`src/rtl/cdp1802_pkg.sv`:
```
// Shared 1802 machine-cycle definitions: state codes driven on sc and the sequencer state set.
package cdp1802_pkg;

  localparam logic [1:0] SC_FETCH = 2'b00;
  localparam logic [1:0] SC_EXEC  = 2'b01;
  localparam logic [1:0] SC_DMA   = 2'b10;
  localparam logic [1:0] SC_INT   = 2'b11;

  typedef enum logic [2:0] {INIT, FETCH, EXEC, EXEC2, DMA, INT} cycle_state_e;

  // INIT and both execute cycles present themselves as S1 on the bus.
  function automatic logic [1:0] sc_of(cycle_state_e s);
    case (s)
      FETCH:   sc_of = SC_FETCH;
      DMA:     sc_of = SC_DMA;
      INT:     sc_of = SC_INT;
      default: sc_of = SC_EXEC;
    endcase
  endfunction

endpackage

```
`src/rtl/cdp1802_cycle_timer.sv`:
```
// T-state counter for one machine cycle, with TPA/TPB/cycle_end decoded from the count.
module cdp1802_cycle_timer #(
  parameter int CLOCKS_PER_CYCLE = 8,
  parameter int TPA_TICK         = 1,
  parameter int TPB_TICK         = 6
) (
  input  logic       clk,
  input  logic       reset,
  input  logic       clk_enable,
  output logic [2:0] tcount,
  output logic       tpa,
  output logic       tpb,
  output logic       cycle_end
);

  localparam logic [2:0] LAST_T = 3'(CLOCKS_PER_CYCLE - 1);
  localparam logic [2:0] TPA_T  = 3'(TPA_TICK);
  localparam logic [2:0] TPB_T  = 3'(TPB_TICK);

  logic [2:0] tcount_q;
  logic [2:0] tcount_d;

  always_comb begin
    tcount_d = tcount_q;
    if (clk_enable) begin
      tcount_d = (tcount_q == LAST_T) ? 3'd0 : tcount_q + 3'd1;
    end
  end

  always_ff @(posedge clk) begin
    if (reset) begin
      tcount_q <= 3'd0;
    end else begin
      tcount_q <= tcount_d;
    end
  end

  assign tcount    = tcount_q;
  assign tpa       = (tcount_q == TPA_T);
  assign tpb       = (tcount_q == TPB_T);
  assign cycle_end = (tcount_q == LAST_T);

endmodule

```
`src/rtl/cdp1802_cycle_scheduler.sv`:
```
// 1802 machine-cycle sequencer: picks fetch/execute/DMA/interrupt cycles and emits their strobes.
module cdp1802_cycle_scheduler
  import cdp1802_pkg::*;
#(
  parameter int CLOCKS_PER_CYCLE = 8,
  parameter int TPA_TICK         = 1,
  parameter int TPB_TICK         = 6
) (
  input  logic       clk,
  input  logic       reset,
  input  logic       clk_enable,
  input  logic       exec_long,
  input  logic       idle_instr,
  input  logic       dma_in_req,
  input  logic       dma_out_req,
  input  logic       int_req,
  input  logic       ie,
  output logic [1:0] sc,
  output logic [2:0] tcount,
  output logic       tpa,
  output logic       tpb,
  output logic       cycle_end,
  output logic       dma_dir_out,
  output logic       r0_inc,
  output logic       int_ack,
  output logic       idle,
  output logic [2:0] state_dbg
);

  cycle_state_e state_q, state_d, arb_state;
  logic         dir_q, dir_d;
  logic         idle_q, idle_d;
  logic         want_dma, want_int;

  cdp1802_cycle_timer #(
    .CLOCKS_PER_CYCLE (CLOCKS_PER_CYCLE),
    .TPA_TICK         (TPA_TICK),
    .TPB_TICK         (TPB_TICK)
  ) u_timer (
    .clk        (clk),
    .reset      (reset),
    .clk_enable (clk_enable),
    .tcount     (tcount),
    .tpa        (tpa),
    .tpb        (tpb),
    .cycle_end  (cycle_end)
  );

  // Priority at a cycle boundary: DMA-in, then DMA-out, then enabled interrupt, else fetch.
  assign want_dma  = dma_in_req | dma_out_req;
  assign want_int  = int_req & ie;
  assign arb_state = want_dma ? DMA : (want_int ? INT : FETCH);

  always_comb begin
    state_d = state_q;
    dir_d   = dir_q;
    idle_d  = idle_q;
    if (clk_enable && cycle_end) begin
      idle_d = 1'b0;
      case (state_q)
        FETCH: state_d = EXEC;
        INT:   state_d = FETCH;
        EXEC: begin
          if (exec_long) begin
            state_d = EXEC2;
          end else if (idle_instr && !want_dma && !want_int) begin
            state_d = EXEC;
            idle_d  = 1'b1;
          end else begin
            state_d = arb_state;
          end
        end
        default: state_d = arb_state;
      endcase
      if (state_d == DMA) begin
        dir_d = !dma_in_req;
      end
    end
  end

  always_ff @(posedge clk) begin
    if (reset) begin
      state_q <= INIT;
      dir_q   <= 1'b0;
      idle_q  <= 1'b0;
    end else begin
      state_q <= state_d;
      dir_q   <= dir_d;
      idle_q  <= idle_d;
    end
  end

  assign sc          = sc_of(state_q);
  assign dma_dir_out = dir_q;
  assign idle        = idle_q;
  assign r0_inc      = tpb && (state_q == DMA);
  assign int_ack     = tpb && (state_q == INT);
  assign state_dbg   = state_q;

endmodule

```
`config.mk`:
```
export PLATFORM = sky130hd
export DESIGN_NAME = cdp1802_cycle_scheduler
export DESIGN_NICKNAME = d
export VERILOG_FILES = /design/src/rtl/cdp1802_pkg.sv /design/src/rtl/cdp1802_cycle_timer.sv /design/src/rtl/cdp1802_cycle_scheduler.sv
export SDC_FILE = /design/constraint.sdc
export NUM_CORES = 1
export LEC_CHECK = 0
export CAP_MARGIN = 15
export CORE_MARGIN = 5
export CORE_UTILIZATION = 43
export CTS_CLUSTER_DIAMETER = 150
export DETAILED_ROUTE_END_ITERATION = 8
export PLACE_DENSITY = 0.88
export SETUP_SLACK_MARGIN = 0.1
export SKIP_CTS_REPAIR_TIMING = 1
export SLEW_MARGIN = 10
export SYNTH_ARGS = -nofsm -noshare
export SYNTH_HDL_FRONTEND = slang
export SYNTH_SLANG_ARGS = --single-unit
```
`constraint.sdc`:
```
create_clock -name clk -period 2.5 [get_ports clk]
set_input_delay 0.5 -clock clk [delete_from_list [all_inputs] [get_ports clk]]
set_output_delay 0.5 -clock clk [all_outputs]
set_load 0.02 [all_outputs]
```
==> impl_metrics.ini, run 1 <==
[cts]
clock_sinks = 8
clk_path_buf_depth = 2
clk_latency_ps = 250
cts_buffers = 3
cts.reportedPaths.clkPinSlew_ps = 50
clockRootBuffer = clkbuf_4
cts_tree = yes
h-tree-depth = 1

[logic_synthesis]
yosysTopAreaCell = dfxtp_1
synth-seq-cells = 8
yosysSeqAreaShare = 0.2864
synth_area_um2 = 559.3
synth_top_area_share = 0.2864
mappedNetlistNets = 76
syn_inst = 63
syn_area_per_cell_um2 = 8.878
synthTopCellsByArea = dfxtp_1 (29%), ha_1 (8.9%), nor2_1 (6.0%), a2111oi_4 (4.9%), buf_6 (4.0%)
synth_warnings = 0
synth.distinct_cells = 30

[timing]
worst_pin_slew_ps = 518.3
drv_slew = 0
rsz0062_at_grt = no
setup-tns-final_ps = 0
setup_slack_ps = 247.7
min_period_over_period = 0.9009
period_needed_ps = 2252
max_freq_ghz = 0.4440
relSlewSlack = 0.6496
setup_viol = 0
finalHoldViolCount = 0
clock_skew_ps = 0.4658

[power_and_ir_drop]
power_density_mw_per_mm2 = 358.3
total_power_w = 0.0002838
p_leak_nw = 0.2881
ir_worst_vdd_uv = 287.5

[critical_path]
critical_path_required_ps = 2000
critPathCaptureType = primary output
cp.arrival_ps = 1750
critPathLaunchType = flop
cp_max_fo = 6
r2r_cells = 6
crit_type = flop to primary output

[placed_design]
io_buffer_count = 23
place_area_um2 = 769.5
place_ws_ps = 386.9
gp_congestion = 0.7122
hpwl_um = 978.5
dp.cells = 96

[floorplan]
dieArea_mm2 = 0.002122
core_mm2 = 0.001269
rows = 13
ios = 24
die_y_um = 46.07
start_util = 0.4408
die_width_um = 46.07

[global_route]
grt_pass1_vias = 495
grt_antenna_before_repair = 0
grt_max_degree = 12
grt_pass1_wl_mm = 2.173
grt_util_all_layers = 0.1486
globalRouteOverflowTotal = 0

[routing]
ant_nets = 0
dr.pass1.iters = 4
wl_per_cell_um = 13.16
wl_mm = 1.303
routed_via_density = 5.313
vias = 526
drc_errors = 0
drtIter0Drc = 15

[final_layout]
areaGrowthSynthToFinish_pct = 41.61
final_common_cell = clkdlybuf4s50_1
diodes = 0
drive_gt1_frac = 0.1071
instances_no_fill = 99
final_area_um2 = 792.0
nets = 99
final_cell_mix = clkdlybuf4s50_1 (23), nor2_1 (9), dfxtp_1 (8), nand2_1 (6), ha_1 (4)

[run]
maxCapViolations = 0

[min_path]
min_path_cells = 2
hold_path.class = flop to flop

[run_status]
status = finished, final reports clean
==> final cells by class <==
class | count | area (um2)
inverter | 3 | 11.26
tap | 15 | 18.77
fill | 116 | 476.7
multi-input combinational | 47 | 349.1
sequential | 8 | 160.2
timing repair buffer | 23 | 230.2
clock buffer | 3 | 22.52
==> per-stage QoR <==
| step | util | hold slack [ps] |
|---|---|---|
| after detailed placement | 0.6065 | 452.6 |
| after floorplan | - | 530.2 |
| after global routing | 0.6243 | 482.4 |
| after CTS | 0.6243 | 460.4 |
| final | 0.6243 | 456.2 |
| after global placement | 0.6065 | 451.0 |
==> routing by layer <==
metal | track usage | routed length, um
met5 | 0 | 0
met4 | 0.06250 | 8
met3 | 0.07813 | 87
met2 | 0.2555 | 695
met1 | 0.1475 | 510
==> kinds of logic (layout without fill, tap and decap cells) <==
logic type / after synthesis / after routing / synth area share
xor gates and xnor gates: 1 / 1 / 0.01566
muxes: 2 / 2 / 0.03580
adders and majority gates: 4 / 4 / 0.08949
buffers and inverters: 8 / 29 / 0.08947
and+or+nand+nor: 27 / 27 / 0.2662
DFF: 8 / 8 / 0.2863
AOI/OAI and AO/OA: 13 / 13 / 0.2170
==> power breakdown <==
part | internal (W) | switching (W)
combinational | 0.0000271 | 0.0000235
clock | 0.0000548 | 0.0000423
sequential | 0.000131 | 0.00000498
total | 0.000213 | 0.0000708
==> registers in the layout (all words and copies together) (netlist names) <==
register and flops:
state_dbg 3, dma_dir_out 1, idle 1, u_timer.tcount 3
==> critical path, stage by stage (launching register included) <==
cell and delay (ps):
dfxtp_1 430, inv_1 70, ha_1 190, and2_1 160, nand2_1 80, nor2_1 40, clkdlybuf4s50_1 540
==> path summary, 6_finish.rpt <==
kind	slack (ps)	to	from
worst min register to register	460	idle$_SDFFE_PP0P_	idle$_SDFFE_PP0P_
worst max register to register	710	dma_dir_out$_SDFFE_PP0P_	u_timer.tcount[0]$_SDFFE_PP0P_
worst max-delay path	250	r0_inc	u_timer.tcount[0]$_SDFFE_PP0P_
worst min-delay path	460	idle$_SDFFE_PP0P_	idle$_SDFFE_PP0P_
==> cells in the mapped netlist (all sizes together) <==
| cell type | count |
|---|---|
| nor4b | 1 |
| and3b | 1 |
| a21oi | 3 |
| nor2b | 1 |
| clkbuf | 1 |
| or4 | 1 |
| nand2b | 1 |
| a31oi | 1 |
| a2111oi | 2 |
| xor2 | 1 |
| o211ai | 2 |
| mux2i | 2 |
| a311o | 1 |
| nand2 | 6 |
| or3b | 1 |
| nand4 | 1 |
| and2 | 2 |
| buf | 4 |
| nor2 | 10 |
| a211oi | 2 |
| dfxtp | 8 |
| and2b | 2 |
| a311oi | 1 |
| o311ai | 1 |
| ha | 4 |
| inv | 3 |
(Power assumes the default switching activity.)
==> run 2: changes to the inputs <==
Settings changed: CAP_MARGIN 15 to 20.
==> results of run 2 <==
No change in the layout: final DEF, timing and power equal those of run 1.
==> run 3: changes to the inputs <==
Settings changed: CTS_CLUSTER_DIAMETER 150 to 50.
Clock period 2.5 ns to 2.65 ns, I/O delays scaled along.
==> results of run 3 <==
The final DEF is identical to that of run 1. Status: finished, final reports clean.
Among the figures that moved: setup slack after placement 386.9 ps -> 506.9 ps; setup slack after layout 247.7 ps -> 367.7 ps; register-to-register setup slack 710 ps -> 860 ps; total power 0.0002838 W -> 0.0002677 W; worst IR drop on VDD 287.5 uV -> 271.2 uV
